===== config.mk =====
export PLATFORM = sky130hd
export DESIGN_NAME = relu_grad_gate
export DESIGN_NICKNAME = d
export VERILOG_FILES = /design/src/rtl/cnn_pkg.sv /design/src/rtl/relu_mask_fifo.sv /design/src/rtl/relu_grad_gate.sv
export SDC_FILE = /design/constraint.sdc
export NUM_CORES = 1
export LEC_CHECK = 0
export BUFFER_PORTS_ARGS = -buffer_cell sky130_fd_sc_hd__buf_2
export CORE_ASPECT_RATIO = 1.25
export CORE_MARGIN = 8
export CORE_UTILIZATION = 56
export DETAILED_ROUTE_END_ITERATION = 8
export GPL_TIMING_DRIVEN = 0
export PLACE_DENSITY_LB_ADDON = 0.08
export RECOVER_POWER = 50
export SYNTH_ARGS = -nofsm -noshare
export SYNTH_HDL_FRONTEND = slang
export SYNTH_SLANG_ARGS = --single-unit

===== constraint.sdc =====
create_clock -name clk -period 4.3 [get_ports clk]
set_input_delay 0.86 -clock clk [delete_from_list [all_inputs] [get_ports clk]]
set_output_delay 0.86 -clock clk [all_outputs]
set_load 0.005 [all_outputs]

===== src/rtl/cnn_pkg.sv =====
// Shared definitions for the CNN datapath blocks.
//   DATA_W : default width of activations and gradients
//   act_t  : signed two's-complement activation/gradient sample
package cnn_pkg;

  localparam int DATA_W = 13;

  typedef logic signed [DATA_W-1:0] act_t;

endpackage


===== src/rtl/relu_mask_fifo.sv =====
// relu_mask_fifo: 1-bit wide, DEPTH-entry synchronous FIFO holding ReLU mask bits.
// The head entry is presented combinationally on rd_bit so the consumer can use it
// in the same cycle it pops.
// Ports:
//   clk      in   rising-edge clock
//   rst_n    in   synchronous reset, active low
//   flush    in   synchronous clear (priority over push/pop)
//   push     in   write push_bit at the tail (ignored when full)
//   push_bit in   mask bit to store
//   pop      in   discard the head entry (ignored when empty)
//   rd_bit   out  mask bit at the head
//   full     out  count == DEPTH
//   empty    out  count == 0
//   count    out  entries currently stored
module relu_mask_fifo #(
  parameter int DEPTH = 256,
  parameter int CNT_W = $clog2(DEPTH) + 1
) (
  input  logic             clk,
  input  logic             rst_n,
  input  logic             flush,
  input  logic             push,
  input  logic             push_bit,
  input  logic             pop,
  output logic             rd_bit,
  output logic             full,
  output logic             empty,
  output logic [CNT_W-1:0] count
);

  localparam int PTR_W = $clog2(DEPTH);

  logic             mem_reg [DEPTH];
  logic [PTR_W-1:0] wr_ptr_reg, wr_ptr_next;
  logic [PTR_W-1:0] rd_ptr_reg, rd_ptr_next;
  logic [CNT_W-1:0] count_reg, count_next;
  logic             push_ok, pop_ok;

  // The count alone decides full/empty; pointers simply wrap modulo DEPTH.
  assign full  = (count_reg == CNT_W'(DEPTH));
  assign empty = (count_reg == '0);
  assign count = count_reg;

  assign push_ok = push & ~full;
  assign pop_ok  = pop & ~empty;

  assign rd_bit = mem_reg[rd_ptr_reg];

  always_comb begin
    wr_ptr_next = wr_ptr_reg;
    rd_ptr_next = rd_ptr_reg;
    count_next  = count_reg;
    if (push_ok) wr_ptr_next = wr_ptr_reg + 1'b1;
    if (pop_ok)  rd_ptr_next = rd_ptr_reg + 1'b1;
    case ({push_ok, pop_ok})
      2'b10:   count_next = count_reg + 1'b1;
      2'b01:   count_next = count_reg - 1'b1;
      default: count_next = count_reg;
    endcase
  end

  always_ff @(posedge clk) begin
    if (!rst_n || flush) begin
      wr_ptr_reg <= '0;
      rd_ptr_reg <= '0;
      count_reg  <= '0;
    end else begin
      wr_ptr_reg <= wr_ptr_next;
      rd_ptr_reg <= rd_ptr_next;
      count_reg  <= count_next;
    end
  end

  // Storage needs no reset: an entry is only read after it has been written.
  always_ff @(posedge clk) begin
    if (push_ok) mem_reg[wr_ptr_reg] <= push_bit;
  end

endmodule


===== src/rtl/relu_grad_gate.sv =====
// relu_grad_gate: backward-pass partner of the forward ReLU.
// Forward pass records mask = (pre-activation >= 0) per sample in a FIFO; backward pass
// gates each incoming gradient with the oldest stored mask and drives the result
// through a registered valid/ready output stage.
// Ports:
//   clk           in   rising-edge clock
//   rst_n         in   synchronous reset, active low
//   flush         in   synchronous clear of mask buffer and output register
//   fwd_valid     in   pre-activation sample valid
//   fwd_ready     out  mask buffer has room
//   fwd_a         in   signed pre-activation
//   bwd_in_valid  in   upstream gradient valid
//   bwd_in_ready  out  gradient accepted when valid & ready
//   bwd_in_grad   in   signed upstream gradient
//   bwd_out_valid out  gated gradient valid
//   bwd_out_ready in   downstream accepts gated gradient
//   bwd_out_grad  out  signed gated gradient (mask ? grad : 0)
//   mask_count    out  mask bits currently stored
module relu_grad_gate #(
  parameter int DATA_W = cnn_pkg::DATA_W,
  parameter int DEPTH  = 256,
  parameter int CNT_W  = $clog2(DEPTH) + 1
) (
  input  logic                     clk,
  input  logic                     rst_n,
  input  logic                     flush,
  input  logic                     fwd_valid,
  output logic                     fwd_ready,
  input  logic signed [DATA_W-1:0] fwd_a,
  input  logic                     bwd_in_valid,
  output logic                     bwd_in_ready,
  input  logic signed [DATA_W-1:0] bwd_in_grad,
  output logic                     bwd_out_valid,
  input  logic                     bwd_out_ready,
  output logic signed [DATA_W-1:0] bwd_out_grad,
  output logic [CNT_W-1:0]         mask_count
);

  logic                     fifo_full, fifo_empty, head_mask;
  logic                     push, pop;
  logic                     out_valid_reg, out_valid_next;
  logic signed [DATA_W-1:0] out_grad_reg, out_grad_next;

  // Readiness depends only on registered state, never on the incoming valids,
  // so a freed slot shows up one cycle after the pop that freed it.
  assign fwd_ready    = ~fifo_full;
  assign bwd_in_ready = ~fifo_empty & (~out_valid_reg | bwd_out_ready);

  assign push = fwd_valid & fwd_ready;
  assign pop  = bwd_in_valid & bwd_in_ready;

  // Sign bit clear means a >= 0, which is exactly when the forward ReLU passes a.
  relu_mask_fifo #(
    .DEPTH (DEPTH),
    .CNT_W (CNT_W)
  ) u_mask_fifo (
    .clk      (clk),
    .rst_n    (rst_n),
    .flush    (flush),
    .push     (push),
    .push_bit (~fwd_a[DATA_W-1]),
    .pop      (pop),
    .rd_bit   (head_mask),
    .full     (fifo_full),
    .empty    (fifo_empty),
    .count    (mask_count)
  );

  // Output stage: load on pop, drop valid on a drain without a new pop, else hold.
  // The data value is kept after a drain so the bus does not toggle needlessly.
  always_comb begin
    out_valid_next = out_valid_reg;
    out_grad_next  = out_grad_reg;
    if (pop) begin
      out_valid_next = 1'b1;
      out_grad_next  = head_mask ? bwd_in_grad : '0;
    end else if (bwd_out_ready) begin
      out_valid_next = 1'b0;
    end
  end

  always_ff @(posedge clk) begin
    if (!rst_n || flush) begin
      out_valid_reg <= 1'b0;
      out_grad_reg  <= '0;
    end else begin
      out_valid_reg <= out_valid_next;
      out_grad_reg  <= out_grad_next;
    end
  end

  assign bwd_out_valid = out_valid_reg;
  assign bwd_out_grad  = out_grad_reg;

endmodule


### Yosys cells after proc, flatten, opt, wreduce, memory -nomap -nowiden

Memories as Yosys holds them, arrays and structs flattened. A register that Yosys moved wholly into a read port is not among the register bits.
Cells that the tools add are included.

* equality and inequality tests: 3
* add/sub/neg operators: 4
* bitwise logic cells: 10
* multiplexer cells: 8
* reduce and logical (&&, ||, !) cells: 5

Operators by type and width (number)
* case mux 9 bit (2 select lines): 1
* adder 8 x 1 -> 8 bit (second input constant): 2
* two-way mux 8 bit: 2
* two-way mux 13 bit: 1
* adder 9 x 1 -> 9 bit (second input constant): 1
* == test 9 bit (second input constant): 1
* zero test 9 bit: 1
* subtractor 9 x 1 -> 9 bit (second input constant): 1
* AND 1 bit: 5
* two-way mux 1 bit: 4
* inverter 1 bit: 4
* nonzero test 2 bit: 2
* == test 2 x 1 -> 1 bit (second input constant): 1
* == test 2 bit (second input constant): 1
* zero test 1 bit: 1
* logical OR 1 bit: 1
* bitwise OR 1 bit: 1

* input bits: 32
* RAM bits: 256
* memories kept: 1
* register bits: 39

Memories
* u_mask_fifo.mem_reg: words 256, bits a word 1, rd ports 1, clocked after Yosys merged registers in 1, wr ports 1, RTL line relu_mask_fifo.sv:33 `logic mem_reg [DEPTH];`

### Longest topological paths before layout

Gate-level depths: netlist (run 1).

* depth in word-level cells: 7
* depth in mapped cells: 18

### Modules after synthesis

From an unflattened synthesis (run 1), not the netlist that was laid out.

* cells, all modules: 1102
* area, all modules: 13678.1 um^2

By module, submodules not included
* relu_mask_fifo: area an instance 13033.8 um^2, cells an instance 1018, times used 1, seq. area each 8348.0 um^2
* relu_grad_gate: area an instance 644.4 um^2, cells an instance 84, times used 1, seq. area each 280.3 um^2

### Least setup slack after synthesis (run 1)

No wires, ideal clock.

* path type: input port to flip-flop
* start point: input fwd_a[12]
* end point: memory u_mask_fifo.mem_reg[0], data pin
* setup slack: -70 ps
* cell stages on the path: 1
* data arrival time: 3600 ps
* required time: 3530 ps
* cell sequence: inv_1

* cells in the longest elaborated chain, start to end: 1

RTL lines
* start, declared: RTL line relu_grad_gate.sv:29 `input logic signed [DATA_W-1:0] fwd_a,`
* inverter 1 bit: RTL line relu_grad_gate.sv:61 `.push_bit (~fwd_a[DATA_W-1]),`
* end, declared: RTL line relu_mask_fifo.sv:33

No other way between the ends.

### Final worst setup path (run 1)

* start point: register u_mask_fifo.count_reg[3], in the netlist u_mask_fifo.count[3]
* end point: register u_mask_fifo.count_reg[8], in the netlist u_mask_fifo.count[8]

* cells in the longest elaborated chain, start to end: 7

RTL lines
* start, declared: RTL line relu_mask_fifo.sv:36 `logic [CNT_W-1:0] count_reg, count_next;`
* start signal, assigned: RTL line relu_mask_fifo.sv:70 `count_reg <= count_next;`
* zero test 9 bit: RTL line relu_mask_fifo.sv:41 `assign empty = (count_reg == '0);`
* inverter 1 bit: RTL line relu_mask_fifo.sv:45, relu_grad_gate.sv:47
* AND 1 bit: RTL line relu_grad_gate.sv:47 `assign bwd_in_ready = ~fifo_empty & (~out_valid_reg | bwd_out_ready);`
* AND 1 bit: RTL line relu_grad_gate.sv:50 `assign pop = bwd_in_valid & bwd_in_ready;`
* AND 1 bit: RTL line relu_mask_fifo.sv:45 `assign pop_ok = pop & ~empty;`
* == test 2 x 1 -> 1 bit / == test 2 bit (equally long branches): RTL line relu_mask_fifo.sv:55 `case ({push_ok, pop_ok})`
* case mux 9 bit (2 select lines) / nonzero test 2 bit (equally long branches)

Parallel ways exist; a longest one is shown, timed or not.
A chain may end at the register's enable or synchronous reset.

==> impl_table.tex, run 1 <==
\begin{tabular}{lr}
\hline
Metric & Value \\
\hline
\multicolumn{2}{l}{\textbf{Critical path}} \\
Cell breakdown of the critical path & clkbuf\_1 -> nor4\_4 -> nand2\_1 -> o21a\_1 -> nand2\_1 -> inv\_2 -> ha\_1 -> clkbuf\_2 -> clkbuf\_2 -> xor2\_1 -> ha\_1 -> nor4bb\_1 -> a21oi\_1 -> a31oi\_1 -> o21a\_1 -> or3\_1 -> a31o\_2 -> a21oi\_1 \\
Crit path kind & register to register \\
Reg-to-reg setup timing slack & 290 ps \\
Required time of the critical path & 4780 ps \\
Critical path peak fanout & 10 \\
Crit end category & register \\
Combined buffer and inverter count along the critical path & 4 \\
Slowest stage delay, CP & 380 ps \\
Signal arrival time at the worst endpoint & 4490 ps \\
Master of the slowest instance on the critical path & nor4\_4 \\
Cell count of the worst reg-to-reg path & 18 \\
Worst reg2reg endpoint & u\_mask\_fifo.count[8]\$\_SDFFE\_PP0P\_ \\
Element type at the critical path start & register \\
Kind of cell with the highest combined delay on the critical path & simple AND/OR/NAND/NOR gates \\
Crit Reg-Reg Startpoint & u\_mask\_fifo.count[3]\$\_SDFFE\_PP0P\_ \\
\multicolumn{2}{l}{\textbf{Timing}} \\
Final-layout worst hold slack & 455 ps \\
Max transition margin & -41.8\% \\
Number of max-slew violations in the final report & 118 \\
Setup Skew & 15.5 ps \\
Final critical-path share of the clock period & 93.3\% \\
Worst setup margin & 286 ps \\
Setup repair after global routing missed its margin & no \\
Post-Route Setup TNS & 0 ps \\
Timing-limited maximum frequency & 249 MHz \\
Final setup viols & 0 \\
Final hold violation count & 0 \\
Least-Margin Pin Slew & 2130 ps \\
Clock period minus final worst setup slack & 4010 ps \\
\multicolumn{2}{l}{\textbf{Placement}} \\
Detail Placement HPWL & 23.3 mm \\
Count of port buffers added during placement & 44 \\
Pre-CTS setup slack & -269 ps \\
Cell count after placement & 1435 \\
Final GP Congestion & 0.943 \\
Placed Instance Area & 14300 sq um \\
\multicolumn{2}{l}{\textbf{Synth}} \\
Total of warnings raised by yosys & 0 \\
Main synth FF type & edfxtp\_1 \\
Synth top area cells & edfxtp\_1, nor2\_1, dfxtp\_1 \\
Synth Cell Area & 13600 sq um \\
Syn\_area\_per\_cell & 12.8 sq um \\
Cell accounting for the most synthesized area & edfxtp\_1 \\
Distinct cell type count after synthesis & 66 \\
Total nets after synthesis & 1103 \\
Synthesized instance count & 1062 \\
Proportion of register bits with asynchronous set or reset after synthesis & 0\% \\
Flip-flop and latch count after synthesis & 303 \\
Yosys top cell area share & 56.6\% \\
Share of the yosys chip area belonging to registers & 63.5\% \\
EDFF count, synth & 256 \\
\multicolumn{2}{l}{\textbf{GRT}} \\
Met1 usage & 28.2\% \\
First-pass GRT wire length & 52.8 mm \\
Via count of the first global-routing pass & 8843 \\
Met2 track demand over resource in global routing & 41.3\% \\
Antenna violations before repair & 0 \\
Global route hottest layer & met2 \\
Largest net degree at the start of global routing & 67 \\
Total track usage & 23.6\% \\
Met3 usage & 4.27\% \\
Total congestion overflow after global routing & 0 \\
\multicolumn{2}{l}{\textbf{Status}} \\
Violated checks & max-capacitance violations, max-slew violations \\
Run status & finished with violations \\
\multicolumn{2}{l}{\textbf{Drt}} \\
Number of violations reported at the end of detailed-routing iteration 0 & 906 \\
Antenna Violating Nets Remaining & 0 \\
Count of TritonRoute iterations in the first routing pass & 5 \\
Wirelength, routed & 34.7 mm \\
Detailed-route DRC error count & 0 \\
Average routed wire per standard cell & 23.3 microns \\
Routed via count & 8880 \\
Vias per cell & 5.96 \\
\multicolumn{2}{l}{\textbf{Cells and area}} \\
Cell area after layout & 15300 sq um \\
Final Net Count & 1183 \\
Area added between synthesis and finish & 12.9\% \\
Largest register FFs & 256 \\
Proportion of layout cells with a drive suffix above 1 & 14.1\% \\
Filler Cell Count & 1875 \\
Diode count & 0 \\
Final Non-Filler Cells & 1491 \\
\multicolumn{2}{l}{\textbf{Clock network}} \\
Clock slew at the register clock pins of the worst setup and hold paths & 70 ps \\
H-tree depth reported by CTS & 1 \\
TritonCTS Sinks & 303 \\
TritonCTS clock tree & yes \\
Total setup buffers inserted after CTS & 0 \\
CTS root buffer & clkbuf\_16 \\
Clock latency on the worst-skew pair & 560 ps \\
Total clock buffers created by CTS & 30 \\
Clk buf depth & 3 \\
Hold buffer count at CTS & 0 \\
\multicolumn{2}{l}{\textbf{Die}} \\
Die width & 155 microns \\
Initial cell density of the core & 57.0\% \\
Die height & 190 microns \\
Number of cell rows & 63 \\
Core Area & 23800 sq um \\
Overall die area & 29500 sq um \\
Top-level I/O count & 57 \\
\multicolumn{2}{l}{\textbf{Pwr}} \\
Cell area power density & 407 nW/um\^{}2 \\
Cell leakage power & 4.80 nW \\
Peak supply drop & 344 uV \\
\multicolumn{2}{l}{\textbf{Run}} \\
Number of maximum-capacitance violations & 2 \\
\multicolumn{2}{l}{\textbf{Worst hold path}} \\
Hold Path Origin & bwd\_out\_grad[0]\$\_SDFFE\_PP0N\_ \\
Hold worst-path end & bwd\_out\_grad[0]\$\_SDFFE\_PP0N\_ \\
Type of the tightest min-delay check & register to register \\
Number of cells on the worst hold path & 2 \\
\hline
\end{tabular}
==> synth_stat cells (all sizes together), types with 11 or more instances <==
cell type and instances:
nand4 11, mux4 41, edfxtp 256, a21oi 19
o31ai 14, buf 23, inv 22, nor2 289
nand3 26, o21ai 13, dfxtp 47, clkbuf 53
xor2 11, mux2i 45, nand2 48, nor2b 14
==> cell usage in the layout (no fill, tap or decap), types with 5 or more instances in the layout <==
cell type | synthesis | layout
nor2_1 | 289 | 289
inv_1 | 21 | 21
clkbuf_16 | 0 | 33
buf_2 | 8 | 39
a31oi_1 | 7 | 7
edfxtp_1 | 256 | 256
mux4_2 | 25 | 25
mux4_1 | 16 | 16
a22oi_1 | 10 | 10
xnor2_1 | 6 | 6
xor2_1 | 11 | 11
buf_4 | 7 | 7
mux2_2 | 7 | 7
nand2_1 | 48 | 48
clkinv_2 | 0 | 6
nand4_1 | 10 | 10
o31ai_2 | 11 | 11
or3_1 | 8 | 8
nor2b_1 | 14 | 14
buf_6 | 6 | 6
ha_1 | 9 | 9
mux2i_1 | 45 | 45
nand3_1 | 26 | 26
bufinv_16 | 0 | 5
a21oi_1 | 19 | 19
dfxtp_1 | 47 | 47
clkbuf_1 | 53 | 67
o21ai_0 | 13 | 13
o22ai_1 | 7 | 7
nand2b_1 | 9 | 9
==> what timing repair did <==
action                                  in CTS  in global routing
endpoints found under the setup margin       2                  2
pin swaps                                    0                  0
resized for setup                            2                  5
==> report_power, final <==
| part | total (mW) | internal (mW) | switching (mW) | leakage, nW |
|---|---|---|---|---|
| Combinational | 0.224 | 0.0803 | 0.144 | 1.58 |
| Sequential | 3.20 | 3.19 | 0.00645 | 2.68 |
| Clock | 2.82 | 1.70 | 1.12 | 0.531 |
| Total | 6.24 | 4.97 | 1.27 | 4.80 |
==> final cells by class <==
type                    count  area, sq um  area share (%)
flip-flops and latches    303         8630            56.3
multi-input cells         660         4490            29.3
clock buffers              35          843            5.50
plain buffers              77          410            2.68
well taps                 325          407            2.65
clock inverters            21          243            1.58
repair buffers             48          221            1.44
inverters                  22         83.8           0.547
==> through the flow <==
step,total power [mW],utilization (%)
after detailed placement,3.49,60.0
after CTS,6.28,64.6
after global placement,3.49,59.7
after global routing,6.41,64.4
final,6.24,64.4
after floorplan,3.41,-
==> cell families (layout without fill, tap and decap cells) <==
group,count (synthesis),in the layout,share of synthesized area (%)
xor+xnor,17,17,1.10
buf+inv,99,203,3.61
compound gates,111,111,6.13
fa+ha+maj,9,9,0.829
flops,303,303,63.5
mux,93,93,11.1
simple gates,430,430,13.7
==> worst max path at each step <==
stage	start	to	depth (start not counted)	slack (ps)
after floorplan	bwd_out_ready	u_mask_fifo.count[8]$_SDFFE_PP0P_	16	470
after global placement	fwd_a[12]	u_mask_fifo.mem_reg[25]$_DFFE_PP_	2	-560
after detailed placement	u_mask_fifo.count[1]$_SDFFE_PP0P_	u_mask_fifo.count[6]$_SDFFE_PP0P_	16	-270
after CTS	u_mask_fifo.count[3]$_SDFFE_PP0P_	u_mask_fifo.count[8]$_SDFFE_PP0P_	18	7
after global routing	u_mask_fifo.count[1]$_SDFFE_PP0P_	u_mask_fifo.count[8]$_SDFFE_PP0P_	18	20
final	u_mask_fifo.count[3]$_SDFFE_PP0P_	u_mask_fifo.count[8]$_SDFFE_PP0P_	18	290
==> tightest hold or removal path, stage by stage (launching register included) <==
cell and delay [ps]:
dfxtp_1 330, nand2_1 50, o31ai_1 50
==> routing by layer <==
metal  routed length, microns  part of all wire [%]
met1                    13300                    38
met2                    17200                    50
met3                     2540                   7.3
met4                     1590                   4.6
met5                        0                     0
No activity file was read; power rests on OpenSTA's default activity.
==> inputs of run 2 (changes only) <==
--- a/config.mk
+++ b/config.mk
@@ -8,11 +8,12 @@
 export BUFFER_PORTS_ARGS = -buffer_cell sky130_fd_sc_hd__buf_2
 export CORE_ASPECT_RATIO = 1.25
 export CORE_MARGIN = 8
-export CORE_UTILIZATION = 56
+export CORE_UTILIZATION = 45
 export DETAILED_ROUTE_END_ITERATION = 8
 export GPL_TIMING_DRIVEN = 0
 export PLACE_DENSITY_LB_ADDON = 0.08
 export RECOVER_POWER = 50
+export SLEW_MARGIN = 5
 export SYNTH_ARGS = -nofsm -noshare
 export SYNTH_HDL_FRONTEND = slang
 export SYNTH_SLANG_ARGS = --single-unit
==> run 2 against run 1 <==
First-iteration DRC count decreased by 25%. Total power decreased by 3.4%. Setup slack improved by 42 ps. Hold slack got worse by 5.7 ps. Register-to-register slack improved by 40 ps. Final cell count increased by 5.1%. Combinational power increased by 2%. Clock power decreased by 7.4%. The flow still finishes with violations (max-capacitance violations, max-slew violations).
==> impl_table.tex, run 2 (synthesis results as in run 1) <==
\begin{tabular}{lr}
\hline
Metric & Value \\
\hline
\multicolumn{2}{l}{\textbf{Status}} \\
Run status & finished with violations \\
Violated checks & max-capacitance violations, max-slew violations \\
\multicolumn{2}{l}{\textbf{Timing}} \\
Least-Margin Pin Slew & 1730 ps \\
Clock period minus final worst setup slack & 3970 ps \\
Max transition margin & -15.4\% \\
Worst setup margin & 328 ps \\
Setup repair after global routing missed its margin & no \\
Setup Skew & 9.56 ps \\
Number of max-slew violations in the final report & 91 \\
Final setup viols & 0 \\
Final hold violation count & 0 \\
Final critical-path share of the clock period & 92.4\% \\
Timing-limited maximum frequency & 252 MHz \\
\multicolumn{2}{l}{\textbf{Critical path}} \\
Master of the slowest instance on the critical path & or3\_1 \\
Kind of cell with the highest combined delay on the critical path & compound AO/OA/AOI/OAI gates \\
Crit end category & register \\
Reg-to-reg setup timing slack & 330 ps \\
Signal arrival time at the worst endpoint & 4460 ps \\
Worst reg2reg endpoint & u\_mask\_fifo.count[8]\$\_SDFFE\_PP0P\_ \\
Cell count of the worst reg-to-reg path & 18 \\
Required time of the critical path & 4790 ps \\
Critical path peak fanout & 10 \\
Stages on the worst setup path & 18 \\
Crit path kind & register to register \\
Combined buffer and inverter count along the critical path & 4 \\
Slowest stage delay, CP & 380 ps \\
Cell breakdown of the critical path & clkbuf\_1 -> nor4\_4 -> nand2\_1 -> o21a\_1 -> nand2\_1 -> inv\_2 -> ha\_1 -> clkbuf\_2 -> buf\_2 -> xor2\_1 -> ha\_1 -> nor4bb\_1 -> a21oi\_1 -> a31oi\_1 -> o21a\_1 -> or3\_1 -> a31o\_2 -> a21oi\_1 \\
Crit Reg-Reg Startpoint & u\_mask\_fifo.count[6]\$\_SDFFE\_PP0P\_ \\
Element type at the critical path start & register \\
\multicolumn{2}{l}{\textbf{Pwr}} \\
Cell area power density & 394 nW/um\^{}2 \\
Clock power frac & 43.2\% \\
Peak supply drop & 283 uV \\
Gate power share & 3.8\% \\
Cell leakage power & 4.76 nW \\
Fraction of power consumed by sequential logic & 53.0\% \\
Fraction of power spent switching nets & 21.0\% \\
Overall power & 6.03 mW \\
Reported net switching power & 1.27 mW \\
Internal power & 4.76 mW \\
\multicolumn{2}{l}{\textbf{Clock network}} \\
Hold buffer count at CTS & 0 \\
CTS root buffer & clkbuf\_16 \\
H-tree depth reported by CTS & 1 \\
Clk buf depth & 3 \\
TritonCTS clock tree & yes \\
Clock slew at the register clock pins of the worst setup and hold paths & 60 ps \\
Clock latency on the worst-skew pair & 560 ps \\
TritonCTS Sinks & 303 \\
Total clock buffers created by CTS & 31 \\
\multicolumn{2}{l}{\textbf{GRT}} \\
Total congestion overflow after global routing & 0 \\
First-pass GRT wire length & 55.0 mm \\
Largest net degree at the start of global routing & 63 \\
Via count of the first global-routing pass & 8934 \\
Total track usage & 20.7\% \\
Antenna violations before repair & 0 \\
\multicolumn{2}{l}{\textbf{Cells and area}} \\
Proportion of layout cells with a drive suffix above 1 & 13.6\% \\
Cell area after layout & 15300 sq um \\
Final Net Count & 1183 \\
Largest register FFs & 256 \\
Filler Cell Count & 2668 \\
Highest-count cells in the layout ignoring fill and taps & nor2\_1, edfxtp\_1, clkbuf\_1, nand2\_1, dfxtp\_1 \\
Area added between synthesis and finish & 12.9\% \\
Diode count & 0 \\
Core Util, Final & 51.2\% \\
Commonest non-fill, non-tap cell in the layout & nor2\_1 \\
\multicolumn{2}{l}{\textbf{Drt}} \\
Routed via count & 8809 \\
Vias per cell & 5.62 \\
Average routed wire per standard cell & 23.6 microns \\
Wirelength, routed & 36.9 mm \\
Antenna Violating Nets Remaining & 0 \\
Count of TritonRoute iterations in the first routing pass & 5 \\
Number of violations reported at the end of detailed-routing iteration 0 & 684 \\
Detailed-route DRC error count & 0 \\
\multicolumn{2}{l}{\textbf{Placement}} \\
Count of port buffers added during placement & 44 \\
Pre-CTS setup slack & -154 ps \\
Placed Instance Area & 14400 sq um \\
Detail Placement HPWL & 25.1 mm \\
Final GP Congestion & 0.851 \\
\multicolumn{2}{l}{\textbf{Run}} \\
Number of maximum-capacitance violations & 2 \\
\multicolumn{2}{l}{\textbf{Die}} \\
Overall die area & 36000 sq um \\
Initial cell density of the core & 45.4\% \\
Top-level I/O count & 57 \\
Die width & 171 microns \\
Number of cell rows & 71 \\
Core Area & 29900 sq um \\
Die height & 210 microns \\
\multicolumn{2}{l}{\textbf{Worst hold path}} \\
Hold worst-path end & bwd\_out\_grad[0]\$\_SDFFE\_PP0N\_ \\
Number of cells on the worst hold path & 2 \\
Hold Path Origin & bwd\_out\_grad[0]\$\_SDFFE\_PP0N\_ \\
Type of the tightest min-delay check & register to register \\
\hline
\end{tabular}
run 2: power by group through the flow:
stage | registers, mW | logic (mW) | clock network (mW)
6_report | 3.20 | 0.228 | 2.61
5_1_grt | 3.20 | 0.250 | 2.75
4_1_cts | 3.19 | 0.238 | 2.64
3_5_place_dp | 3.25 | 0.237 | 0
3_3_place_gp | 3.27 | 0.224 | 0
2_1_floorplan | 3.26 | 0.145 | 0
run 2: worst register-to-register path: stages (launching register included):
cell and delay, ps:
dfxtp_1 310, clkbuf_1 210, nor4_4 300, nand2_1 100
o21a_1 200, nand2_1 120, inv_2 120, ha_1 260
clkbuf_2 210, buf_2 230, xor2_1 170, ha_1 220
nor4bb_1 140, a21oi_1 190, a31oi_1 120, o21a_1 250
or3_1 380, a31o_2 240, a21oi_1 130
run 2: metrics by stage:
step	std cells	TNS (ps)	hold slack, ps
6_report	1567	0	449
5_1_grt	1567	0	483
4_1_cts	1569	0	455
3_5_place_dp	1512	-307	441
3_3_place_gp	1507	-179250	434
2_1_floorplan	1062	0	449
run 2: worst max path at each step:
stage	end	start
detailed placement	u_mask_fifo.count[6]$_SDFFE_PP0P_	bwd_out_ready
global placement	u_mask_fifo.mem_reg[251]$_DFFE_PP_	fwd_a[12]
floorplan	u_mask_fifo.count[8]$_SDFFE_PP0P_	bwd_out_ready
CTS	u_mask_fifo.count[8]$_SDFFE_PP0P_	u_mask_fifo.count[3]$_SDFFE_PP0P_
finish	u_mask_fifo.count[8]$_SDFFE_PP0P_	u_mask_fifo.count[6]$_SDFFE_PP0P_
global route	u_mask_fifo.count[6]$_SDFFE_PP0P_	u_mask_fifo.count[6]$_SDFFE_PP0P_
run 2: final cells by class:
type | count | area [sq um] | share of cell area [%]
Buffer | 75 | 403 | 2.63
Timing Repair Buffer | 49 | 253 | 1.65
Tap cell | 401 | 502 | 3.27
Inverter | 22 | 83.8 | 0.547
Multi-Input combinational cell | 660 | 4490 | 29.3
Sequential cell | 303 | 8630 | 56.3
Clock buffer | 38 | 802 | 5.23
Clock inverter | 19 | 163 | 1.06
run 2: repair_timing:
action | CTS | global route
setup endpoints to repair | 2 | 2
gates resized for setup | 2 | 6
hold endpoints to repair | 0 | 0
pin swaps | 0 | 1
setup buffers | 0 | 0
run 2: layer usage:
| layer | GRT usage [%] | part of all wire, % | vias to the layer above |
|---|---|---|---|
| li1 | - | - | 4044 |
| met1 | 25.1 | 40 | 4405 |
| met2 | 36.2 | 50 | 291 |
| met3 | 3.20 | 6.1 | 69 |
| met4 | 8.77 | 4.0 | 0 |
| met5 | 0 | 0 | - |
